[src/rtl/spi_master_param.sv]
// Parametrised SPI master: four CPOL/CPHA modes, fixed sck divider, per-transfer length, NUM_SS selects.
// Define SPI_LSB_FIRST_EN to add the lsb_first port (LSB-first transfers); default build is MSB-first only.

module spi_master_param #(
    parameter  int DATA_W  = 16,
    parameter  int NUM_SS  = 4,
    parameter  int CLK_DIV = 2,
    localparam int LEN_W   = $clog2(DATA_W),
    localparam int SEL_W   = (NUM_SS > 1) ? $clog2(NUM_SS) : 1
) (
    input  logic              clk,
    input  logic              rst_n,
    input  logic              start,
    input  logic [DATA_W-1:0] tx_data,
    input  logic [LEN_W-1:0]  xfer_len,
    input  logic              cpol,
    input  logic              cpha,
    input  logic [SEL_W-1:0]  ss_sel,
`ifdef SPI_LSB_FIRST_EN
    input  logic              lsb_first,
`endif
    input  logic              miso,
    output logic              sck,
    output logic              mosi,
    output logic [NUM_SS-1:0] ss,
    output logic              busy,
    output logic              done,
    output logic [DATA_W-1:0] rx_data
);

    localparam int DIV_W  = (CLK_DIV > 1) ? $clog2(CLK_DIV) : 1;
    localparam int EDGE_W = LEN_W + 1;

    typedef enum logic [1:0] {S_IDLE, S_LEAD, S_XFER, S_TRAIL} state_t;

    state_t              state_q, state_d;
    logic [DIV_W-1:0]    div_q, div_d;
    logic [EDGE_W-1:0]   edge_q, edge_d;
    logic [LEN_W-1:0]    idx_q, idx_d;
    logic [LEN_W-1:0]    len_q, len_d;
    logic [DATA_W-1:0]   tx_q, tx_d;
    logic                cpol_q, cpol_d;
    logic                cpha_q, cpha_d;
    logic [NUM_SS-1:0]   ss_q, ss_d;
    logic                sck_q, sck_d;
    logic                mosi_q, mosi_d;
    logic                busy_q, busy_d;
    logic                done_q, done_d;
    logic [DATA_W-1:0]   rx_sh_q, rx_sh_d;
    logic [DATA_W-1:0]   rx_data_q, rx_data_d;

    logic                start_lsb, run_lsb;
`ifdef SPI_LSB_FIRST_EN
    logic                lsb_q, lsb_d;
    assign start_lsb = lsb_first;
    assign run_lsb   = lsb_q;
`else
    assign start_lsb = 1'b0;
    assign run_lsb   = 1'b0;
`endif

    function automatic logic [LEN_W-1:0] step_idx(input logic [LEN_W-1:0] i, input logic up);
        return up ? i + LEN_W'(1) : i - LEN_W'(1);
    endfunction

    logic                tick, leading, last_edge, sample_now, drive_now;
    logic [LEN_W-1:0]    first_idx;
    logic [DATA_W-1:0]   rx_shifted, rx_final;
    logic [NUM_SS-1:0]   ss_dec;

    // Edge k of the transfer is the edge_q+1'th; edge 2n is always trailing and closes XFER.
    assign tick       = (div_q == DIV_W'(CLK_DIV - 1));
    assign leading    = ~edge_q[0];
    assign last_edge  = (edge_q == {len_q, 1'b1});
    assign sample_now = leading ^ cpha_q;
    assign drive_now  = ~sample_now & ~last_edge;
    assign first_idx  = start_lsb ? '0 : xfer_len;
    assign rx_shifted = run_lsb ? {miso, rx_sh_q[DATA_W-1:1]} : {rx_sh_q[DATA_W-2:0], miso};
    assign rx_final   = run_lsb ? (rx_sh_q >> (LEN_W'(DATA_W - 1) - len_q)) : rx_sh_q;

    // An out-of-range ss_sel matches no index, so every select stays high.
    always_comb begin
        for (int i = 0; i < NUM_SS; i++) begin
            ss_dec[i] = (int'(ss_sel) != i);
        end
    end

    // NOTE: every signal gets its hold value first so no path through the case leaves one unassigned (no latches).
    always_comb begin
        state_d   = state_q;
        div_d     = div_q;
        edge_d    = edge_q;
        idx_d     = idx_q;
        len_d     = len_q;
        tx_d      = tx_q;
        cpol_d    = cpol_q;
        cpha_d    = cpha_q;
        ss_d      = ss_q;
        sck_d     = sck_q;
        mosi_d    = mosi_q;
        busy_d    = busy_q;
        done_d    = 1'b0;
        rx_sh_d   = rx_sh_q;
        rx_data_d = rx_data_q;
`ifdef SPI_LSB_FIRST_EN
        lsb_d     = lsb_q;
`endif
        case (state_q)
            S_IDLE: begin
                sck_d  = cpol;
                div_d  = '0;
                edge_d = '0;
                if (start) begin
                    tx_d    = tx_data;
                    len_d   = xfer_len;
                    cpol_d  = cpol;
                    cpha_d  = cpha;
                    ss_d    = ss_dec;
                    busy_d  = 1'b1;
                    rx_sh_d = '0;
                    state_d = S_LEAD;
`ifdef SPI_LSB_FIRST_EN
                    lsb_d   = lsb_first;
`endif
                    if (!cpha) begin
                        mosi_d = tx_data[first_idx];
                        idx_d  = step_idx(first_idx, start_lsb);
                    end else begin
                        idx_d  = first_idx;
                    end
                end
            end
            S_LEAD, S_XFER: begin
                div_d = tick ? '0 : div_q + DIV_W'(1);
                if (tick) begin
                    sck_d   = ~sck_q;
                    edge_d  = last_edge ? '0 : edge_q + EDGE_W'(1);
                    state_d = last_edge ? S_TRAIL : S_XFER;
                    if (sample_now) begin
                        rx_sh_d = rx_shifted;
                    end
                    if (drive_now) begin
                        mosi_d = tx_q[idx_q];
                        idx_d  = step_idx(idx_q, run_lsb);
                    end
                end
            end
            S_TRAIL: begin
                div_d = tick ? '0 : div_q + DIV_W'(1);
                if (tick) begin
                    state_d   = S_IDLE;
                    busy_d    = 1'b0;
                    done_d    = 1'b1;
                    ss_d      = '1;
                    rx_data_d = rx_final;
                end
            end
            default: state_d = S_IDLE;
        endcase
    end

    // NOTE: state registers use non-blocking assignments so every flop samples the pre-edge values.
    always_ff @(posedge clk or negedge rst_n) begin
        if (!rst_n) begin
            state_q   <= S_IDLE;
            div_q     <= '0;
            edge_q    <= '0;
            idx_q     <= '0;
            len_q     <= '0;
            tx_q      <= '0;
            cpol_q    <= 1'b0;
            cpha_q    <= 1'b0;
            ss_q      <= '1;
            sck_q     <= 1'b0;
            mosi_q    <= 1'b0;
            busy_q    <= 1'b0;
            done_q    <= 1'b0;
            rx_sh_q   <= '0;
            rx_data_q <= '0;
`ifdef SPI_LSB_FIRST_EN
            lsb_q     <= 1'b0;
`endif
        end else begin
            state_q   <= state_d;
            div_q     <= div_d;
            edge_q    <= edge_d;
            idx_q     <= idx_d;
            len_q     <= len_d;
            tx_q      <= tx_d;
            cpol_q    <= cpol_d;
            cpha_q    <= cpha_d;
            ss_q      <= ss_d;
            sck_q     <= sck_d;
            mosi_q    <= mosi_d;
            busy_q    <= busy_d;
            done_q    <= done_d;
            rx_sh_q   <= rx_sh_d;
            rx_data_q <= rx_data_d;
`ifdef SPI_LSB_FIRST_EN
            lsb_q     <= lsb_d;
`endif
        end
    end

    assign sck     = sck_q;
    assign mosi    = mosi_q;
    assign ss      = ss_q;
    assign busy    = busy_q;
    assign done    = done_q;
    assign rx_data = rx_data_q;

endmodule
[config.mk]
export PLATFORM = sky130hd
export DESIGN_NAME = spi_master_param
export DESIGN_NICKNAME = d
export VERILOG_FILES = /design/src/rtl/spi_master_param.sv
export SDC_FILE = /design/constraint.sdc
export NUM_CORES = 1
export LEC_CHECK = 0
export CAP_MARGIN = 5
export CORE_MARGIN = 2
export CORE_UTILIZATION = 30
export CTS_BUF_LIST = sky130_fd_sc_hd__clkbuf_4 sky130_fd_sc_hd__clkbuf_8 sky130_fd_sc_hd__clkbuf_16
export DETAILED_ROUTE_END_ITERATION = 7
export SYNTH_ARGS = -nofsm -noshare
export SYNTH_HDL_FRONTEND = slang
export SYNTH_SLANG_ARGS = --single-unit
[constraint.sdc]
create_clock -name clk -period 2 [get_ports clk]
set_input_delay 0.3 -clock clk [delete_from_list [all_inputs] [get_ports clk]]
set_output_delay 0.3 -clock clk [all_outputs]
set_load 0.01 [all_outputs]
==> results of run 1 <==
power by group through the flow:
stage	Combinational [mW]	Sequential [mW]	Clock, mW
after floorplan	1.92	2.27	0
after global placement	2.64	2.36	0
after detailed placement	2.70	2.38	0
after CTS	2.71	2.36	1.77
after global routing	3.01	2.43	1.84
final	2.70	2.36	1.73
per-stage QoR:
stage / util [%] / power (mW)
final: 39.7 / 6.78
after global routing: 39.7 / 7.28
after global placement: 36.8 / 5.00
after CTS: 39.7 / 6.85
after floorplan: - / 4.20
after detailed placement: 36.8 / 5.08
final timing paths:
kind | end | slack [ns] | cells after the start
min in group clk | rx_final[15] | 0.48 | 2
max in group asynchronous | ss[3] | 1.67 | 2
worst min-delay path | done | -0.02 | 2
worst min register to register | rx_final[15] | 0.48 | 2
worst max-delay path | rx_final[12] | 0.16 | 7
worst max register to register | rx_final[12] | 0.16 | 7
sequential cells by signal, indices dropped and copies added (netlist names):
register  cells
rx_data      16
rx_final     16
tx_q         16
edge_q        5
idx_q         4
len_q         4
ss            4
state_q       2
busy          1
cpha_q        1
div_q         1
done          1
mosi          1
sck           1
cells in the final DEF, fill, tap and decap left out, types with 4 or more instances in the layout:
master            n
a21oi_1          10
buf_4             6
clkbuf_16         9
clkdlybuf4s50_1  50
dfrtp_1          69
dfstp_2           4
ha_1              6
inv_1            15
mux2_2           36
mux2i_1           5
mux4_2            6
nand2_1          46
nand2b_1          6
nor2_1           11
o21ai_0          21
o31ai_1           4
xnor2_1           5
per-layer routing:
metal  track usage [%]  wire (microns)  vias to the layer above
met4              5.00             123                        0
met3              3.44             331                       11
li1                  -               -                     1157
met2              20.0            3310                       55
met1              14.2            2970                     1148
met5                 0               0                        -
cell families after synthesis:
logic type                 count (synthesis)  synth area share [%]
AOI/OAI and AO/OA                         53                  9.92
xor gates and xnor gates                   8                  2.04
adders and majority gates                  6                  2.19
buffers and inverters                     30                  3.76
DFF                                       73                  53.4
muxes                                     49                  18.7
and+or+nand+nor                           78                  9.96
critical path: stages (launching register included):
cell and delay (ns):
dfrtp_1 0.37, inv_1 0.07, ha_1 0.29, mux2_2 0.41, nand2_4 0.14, a21o_1 0.15, buf_12 0.18, o21ai_0 0.11
area by class of cell:
| cell class | count | area (sq um) |
|---|---|---|
| multi-input combinational | 194 | 1480 |
| clock inverter | 6 | 90.1 |
| sequential | 73 | 1830 |
| timing repair buffer | 60 | 611 |
| inverter | 15 | 56.3 |
| clock buffer | 10 | 233 |
| fill | 1091 | 6800 |
| tap | 143 | 179 |
timing repair:
item / 4_1_cts / 5_1_grt
hold endpoints to repair: 0 / 0
gates resized for setup: 0 / 2
setup endpoints to repair: 0 / 7
==> results by group, run 1 <==
Run status
  – Outcome: finished, violations left
  – Failing checks: hold timing

Detailed routing
  – Wirelength per Cell: 13.5 microns
  – Vias post-DR: 2371
  – 1st-iter DRT viols: 102
  – TritonRoute pass-1 iters: 4
  – DR vias/cell: 4.73
  – Post-route ant nets: 0
  – Wirelength, routed: 6740 microns
  – DRC: 0

Synth
  – #FFs+latches synth: 73
  – Syn_area_per_cell: 11.6 sq um
  – Synth area leaders: dfrtp_1, mux2_2, nand2_1
  – Post-synth top area share: 50.3%
  – Leading area contributor after synthesis: dfrtp_1
  – Top cells by count, synth: dfrtp_1, nand2_1, mux2_2, o21ai_0, inv_1
  – Synth Flop Type: dfrtp_1
  – Synth warn: 0
  – Post-synthesis sequential area ratio: 53.4%
  – Post-synthesis cell count: 297
  – Post-synth net total: 331
  – Post-synth EDFFs: 0
  – Ys async rst share: 100%
  – Most instantiated library cell after synthesis: dfrtp_1
  – Mapped Area: 3430 sq um
  – Netlist cell types: 41

STA
  – Worst hold slack: -0.0223 ns
  – Skew final: 0.00651 ns
  – Slew @ Worst Pin: 0.422 ns
  – Fmax: 543 MHz
  – Final setup TNS: 0 ns
  – Post-route setup slack: 0.157 ns
  – Slew Viols, Final: 0
  – Period utilization: 92.2%
  – Crit path time final: 1.84 ns
  – Max_slew headroom: 71.7%
  – Setup-failing EPs final: 0
  – Hold Vio Cnt, Final: 13
  – Unrepaired setup endpoints after global routing: false

Pwr
  – Leakage: 1.95 nW
  – Internal power: 4.42 mW
  – Gate power share: 39.8%
  – Switching power: 2.36 mW
  – PwrDens: 1520 nW/um^2
  – VDD IR max: 0.662 mV
  – Switching Fraction: 34.8%
  – Flop pwr share: 34.7%
  – Clock group share of total power: 25.4%

Floorplanning
  – Core box area: 11300 sq um
  – Die height: 111 microns
  – DIE AREA: 12300 sq um
  – IO Pins: 52
  – Die width: 111 microns
  – Num rows: 39
  – Initial Util: 30.4%

Place
  – GP Congestion: 0.803
  – HPWL after detailed placement: 4780 microns
  – Place WS: -0.197 ns
  – IO Port Bufs: 51
  – DP Area: 4150 sq um
  – Placed cells: 485

Clock tree
  – Root Driver: clkbuf_16
  – Setup repair bufs after CTS: 0
  – CTS max path bufs: 2
  – Num CTS Buffers: 9
  – Clk sinks: 73
  – Worst-path clk slew: 0.06 ns
  – CTS tree: yes
  – CTS H-tree depth: 3
  – Worst skew pair latency: 0.33 ns
  – CTS Hold Bufs: 0

Job
  – Max Cap Viol: 0

Global routing
  – Initial antenna violation count: 0
  – Number of global-route vias before repair: 2465
  – First-pass GRT wire length: 11800 microns
  – GR Overflow Total: 0
  – All-Layer GR Usage: 11.9%
  – Largest net degree at the start of global routing: 74

Critical path
  – CP startpoint: state_q[1]
  – CP Data Required Time: 2.21 ns
  – Reg-to-Reg Start: state_q[1]
  – Crit Path Max Fanout: 32
  – Critical Path Source Type: flip-flop
  – Crit Path Class: flip-flop to flip-flop
  – Worst setup EP type: flip-flop
  – Arr. time, crit path: 2.05 ns

Finish
  – Layout Nets: 387
  – Layout Cells excl Fill: 501
  – Share of layout cells above drive strength 1: 20.9%
  – Final Cell Area: 4480 sq um
  – Ant diodes: 0
  – Layout area overhead: 30.5%

Worst hold path
  – Worst Hold Class: input port to async pin
Note: power is estimated with default switching activity, not from simulation.
==> run 2: changes to the inputs <==
--- a/config.mk
+++ b/config.mk
@@ -7,9 +7,10 @@
 export LEC_CHECK = 0
 export CAP_MARGIN = 5
 export CORE_MARGIN = 2
-export CORE_UTILIZATION = 30
+export CORE_UTILIZATION = 49
 export CTS_BUF_LIST = sky130_fd_sc_hd__clkbuf_4 sky130_fd_sc_hd__clkbuf_8 sky130_fd_sc_hd__clkbuf_16
 export DETAILED_ROUTE_END_ITERATION = 7
+export PLACE_DENSITY = 0.76
 export SYNTH_ARGS = -nofsm -noshare
 export SYNTH_HDL_FRONTEND = slang
 export SYNTH_SLANG_ARGS = --single-unit
==> run 2 against run 1 <==
Net effect: the run now ends clean; sequential share of layout area increased by 1.4 points; non-clock buffer count rose by 2; combinational power barely moved; power fell by 6.7%; sequential power is essentially flat; final cell count fell by 9.0%; routed wire length shrank 2.0%.
==> results by group, run 2 (synthesized netlist as in run 1, its figures left out) <==
Critical path
  – Cell Chain, Critical Path: inv_1 -> ha_2 -> mux2_2 -> nand2_4 -> o31ai_1 -> a221o_1 (was inv_1 -> ha_1 -> mux2_2 -> nand2_4 -> a21o_1 -> buf_12 -> o21ai_0)
  – Critical Path Source Type: flip-flop (unchanged)
  – Arr. time, crit path: 2.13 ns (was 2.05 ns)
  – Crit Path Class: flip-flop to flip-flop (unchanged)
  – CP Data Required Time: 2.25 ns (was 2.21 ns)
  – Largest stage delay on the critical path: 0.40 ns (was 0.41 ns)
  – CP max stage cell: mux2_2 (unchanged)
  – Crit Path Max Fanout: 8 (was 32)
  – Worst setup EP type: flip-flop (unchanged)

Global routing
  – Largest net degree at the start of global routing: 36 (was 74)
  – GR Overflow Total: 0 (unchanged)
  – All-Layer GR Usage: 19.6% (was 11.9%)
  – Number of global-route vias before repair: 2434 (was 2465)
  – Initial antenna violation count: 0 (unchanged)
  – First-pass GRT wire length: 11500 microns (was 11800 microns)

Clock tree
  – Worst skew pair latency: 0.36 ns (was 0.33 ns)
  – Setup repair bufs after CTS: 0 (unchanged)
  – Num CTS Buffers: 9 (unchanged)
  – CTS tree: yes (unchanged)
  – Worst-path clk slew: 0.08 ns (was 0.06 ns)
  – Clk sinks: 73 (unchanged)
  – Root Driver: clkbuf_8 (was clkbuf_16)
  – CTS max path bufs: 2 (unchanged)
  – CTS H-tree depth: 3 (unchanged)

Finish
  – Layout area overhead: 26.3% (was 30.5%)
  – Final Util: 63.8% (was 39.7%)
  – Most frequent cells in the layout: dfrtp_1, clkdlybuf4s50_1, nand2_1 (unchanged)
  – Ant diodes: 0 (unchanged)
  – Layout Nets: 389 (was 387)
  – Most common cell after layout, fill and taps aside: dfrtp_1 (unchanged)
  – Share of layout cells above drive strength 1: 21.4% (was 20.9%)

Pwr
  – PwrDens: 1460 nW/um^2 (was 1520 nW/um^2)
  – VDD IR max: 0.954 mV (was 0.662 mV)
  – Leakage: 1.90 nW (was 1.95 nW)

Detailed routing
  – DRC: 0 (unchanged)
  – Vias post-DR: 2388 (was 2371)
  – Met2 wire len: 3230 microns (was 3310 microns)
  – WL met1: 2960 microns (was 2970 microns)
  – Post-route ant nets: 0 (unchanged)
  – TritonRoute pass-1 iters: 4 (unchanged)
  – 1st-iter DRT viols: 137 (was 102)
  – Wirelength, routed: 6610 microns (was 6740 microns)
  – DR vias/cell: 5.24 (was 4.73)
  – Uppermost layer routed: met4 (unchanged)
  – DR WL met3: 308 microns (was 331 microns)
  – Wirelength per Cell: 14.5 microns (was 13.5 microns)

STA
  – Fmax: 530 MHz (was 543 MHz)
  – Max_slew headroom: 66.5% (was 71.7%)
  – Skew final: 0.00579 ns (was 0.00651 ns)
  – Final setup TNS: 0 ns (unchanged)
  – Post-route setup slack: 0.115 ns (was 0.157 ns)
  – Period utilization: 94.3% (was 92.2%)
  – Crit path time final: 1.89 ns (was 1.84 ns)
  – Hold Vio Cnt, Final: 0 (was 13)
  – Slew @ Worst Pin: 0.502 ns (was 0.422 ns)
  – Slew Viols, Final: 0 (unchanged)
  – Setup-failing EPs final: 0 (unchanged)

Worst hold path
  – Worst Hold Class: input port to async pin (unchanged)

Job
  – Max Cap Viol: 0 (unchanged)

Floorplanning
  – Num rows: 30 (was 39)
  – Core box area: 6790 sq um (was 11300 sq um)
  – DIE AREA: 7690 sq um (was 12300 sq um)
  – IO Pins: 52 (unchanged)
  – Die width: 87.7 microns (was 111 microns)
  – Die height: 87.7 microns (was 111 microns)
  – Initial Util: 50.5% (was 30.4%)

Run status
  – Outcome: completed (was finished, violations left)

Place
  – HPWL after detailed placement: 4670 microns (was 4780 microns)
  – GP Congestion: 0.842 (was 0.803)
  – Place WS: -0.169 ns (was -0.197 ns)
  – IO Port Bufs: 51 (unchanged)
==> run 2: cell count changes in the layout (fill, tap and decap cells not counted), sizes merged <==
cell,delta
buf,+1
clkbuf,-1
clkinv,+1
clkinvlp,+1
dlygate4sd3,+1
inv,-1
==> run 2: metal layers <==
layer,global-route usage [%],vias to the layer above
met4,5.73,0
li1,-,1159
met3,6.79,9
met1,25.1,1160
met2,31.7,60
met5,0,-
==> run 2: critical path: cells and delay by family (launching register included) <==
family | cells | cell delay [ns]
buf+inv | 1 | 0.08
compound gates | 2 | 0.44
flops | 1 | 0.38
mux | 1 | 0.40
simple gates | 1 | 0.14
fa+ha+maj | 1 | 0.33
==> run 2: final cells by class <==
| class | count | area (sq um) |
|---|---|---|
| timing repair buffer | 62 | 628 |
| clock buffer | 9 | 124 |
| multi-input combinational | 194 | 1480 |
| fill | 556 | 2460 |
| clock inverter | 7 | 93.8 |
| tap | 96 | 120 |
| sequential | 73 | 1830 |
| inverter | 15 | 56.3 |
==> run 2: final timing paths <==
check	depth (start not counted)	start	slack (ns)	to
setup reg to reg	6	state_q[1]	0.11	idx_q[3]
max in group asynchronous	3	rst_n	0.92	rx_final[15]
setup / recovery	6	state_q[1]	0.11	idx_q[3]
hold / removal	2	rst_n	0.44	rx_final[2]
min in group clk	2	rx_final[15]	0.48	rx_final[15]
hold reg to reg	2	rx_final[15]	0.48	rx_final[15]
==> run 2: power by group <==
part	leakage, nW	internal [mW]	switching (mW)
Clock	0.106	0.701	0.574
Combinational	0.865	1.34	1.36
Sequential	0.931	1.98	0.374
==> run 2: per-stage QoR <==
stage / hold slack [ns] / instance area [sq um] / power [mW] / std cells
after floorplan: 0.00441 / 3430 / 4.20 / 297
after global placement: 0.285 / 4100 / 4.97 / 439
after detailed placement: 0.294 / 4100 / 5.07 / 439
after CTS: 0.441 / 4320 / 6.35 / 456
after global routing: 0.473 / 4330 / 6.81 / 456
final: 0.436 / 4330 / 6.33 / 456
==> run 2: timing repair <==
action | 4_1_cts | 5_1_grt
hold endpoints to repair | 14 | 0
gates resized for setup | 0 | 4
endpoints found under the setup margin | 0 | 14
hold buffers | 1 | 0
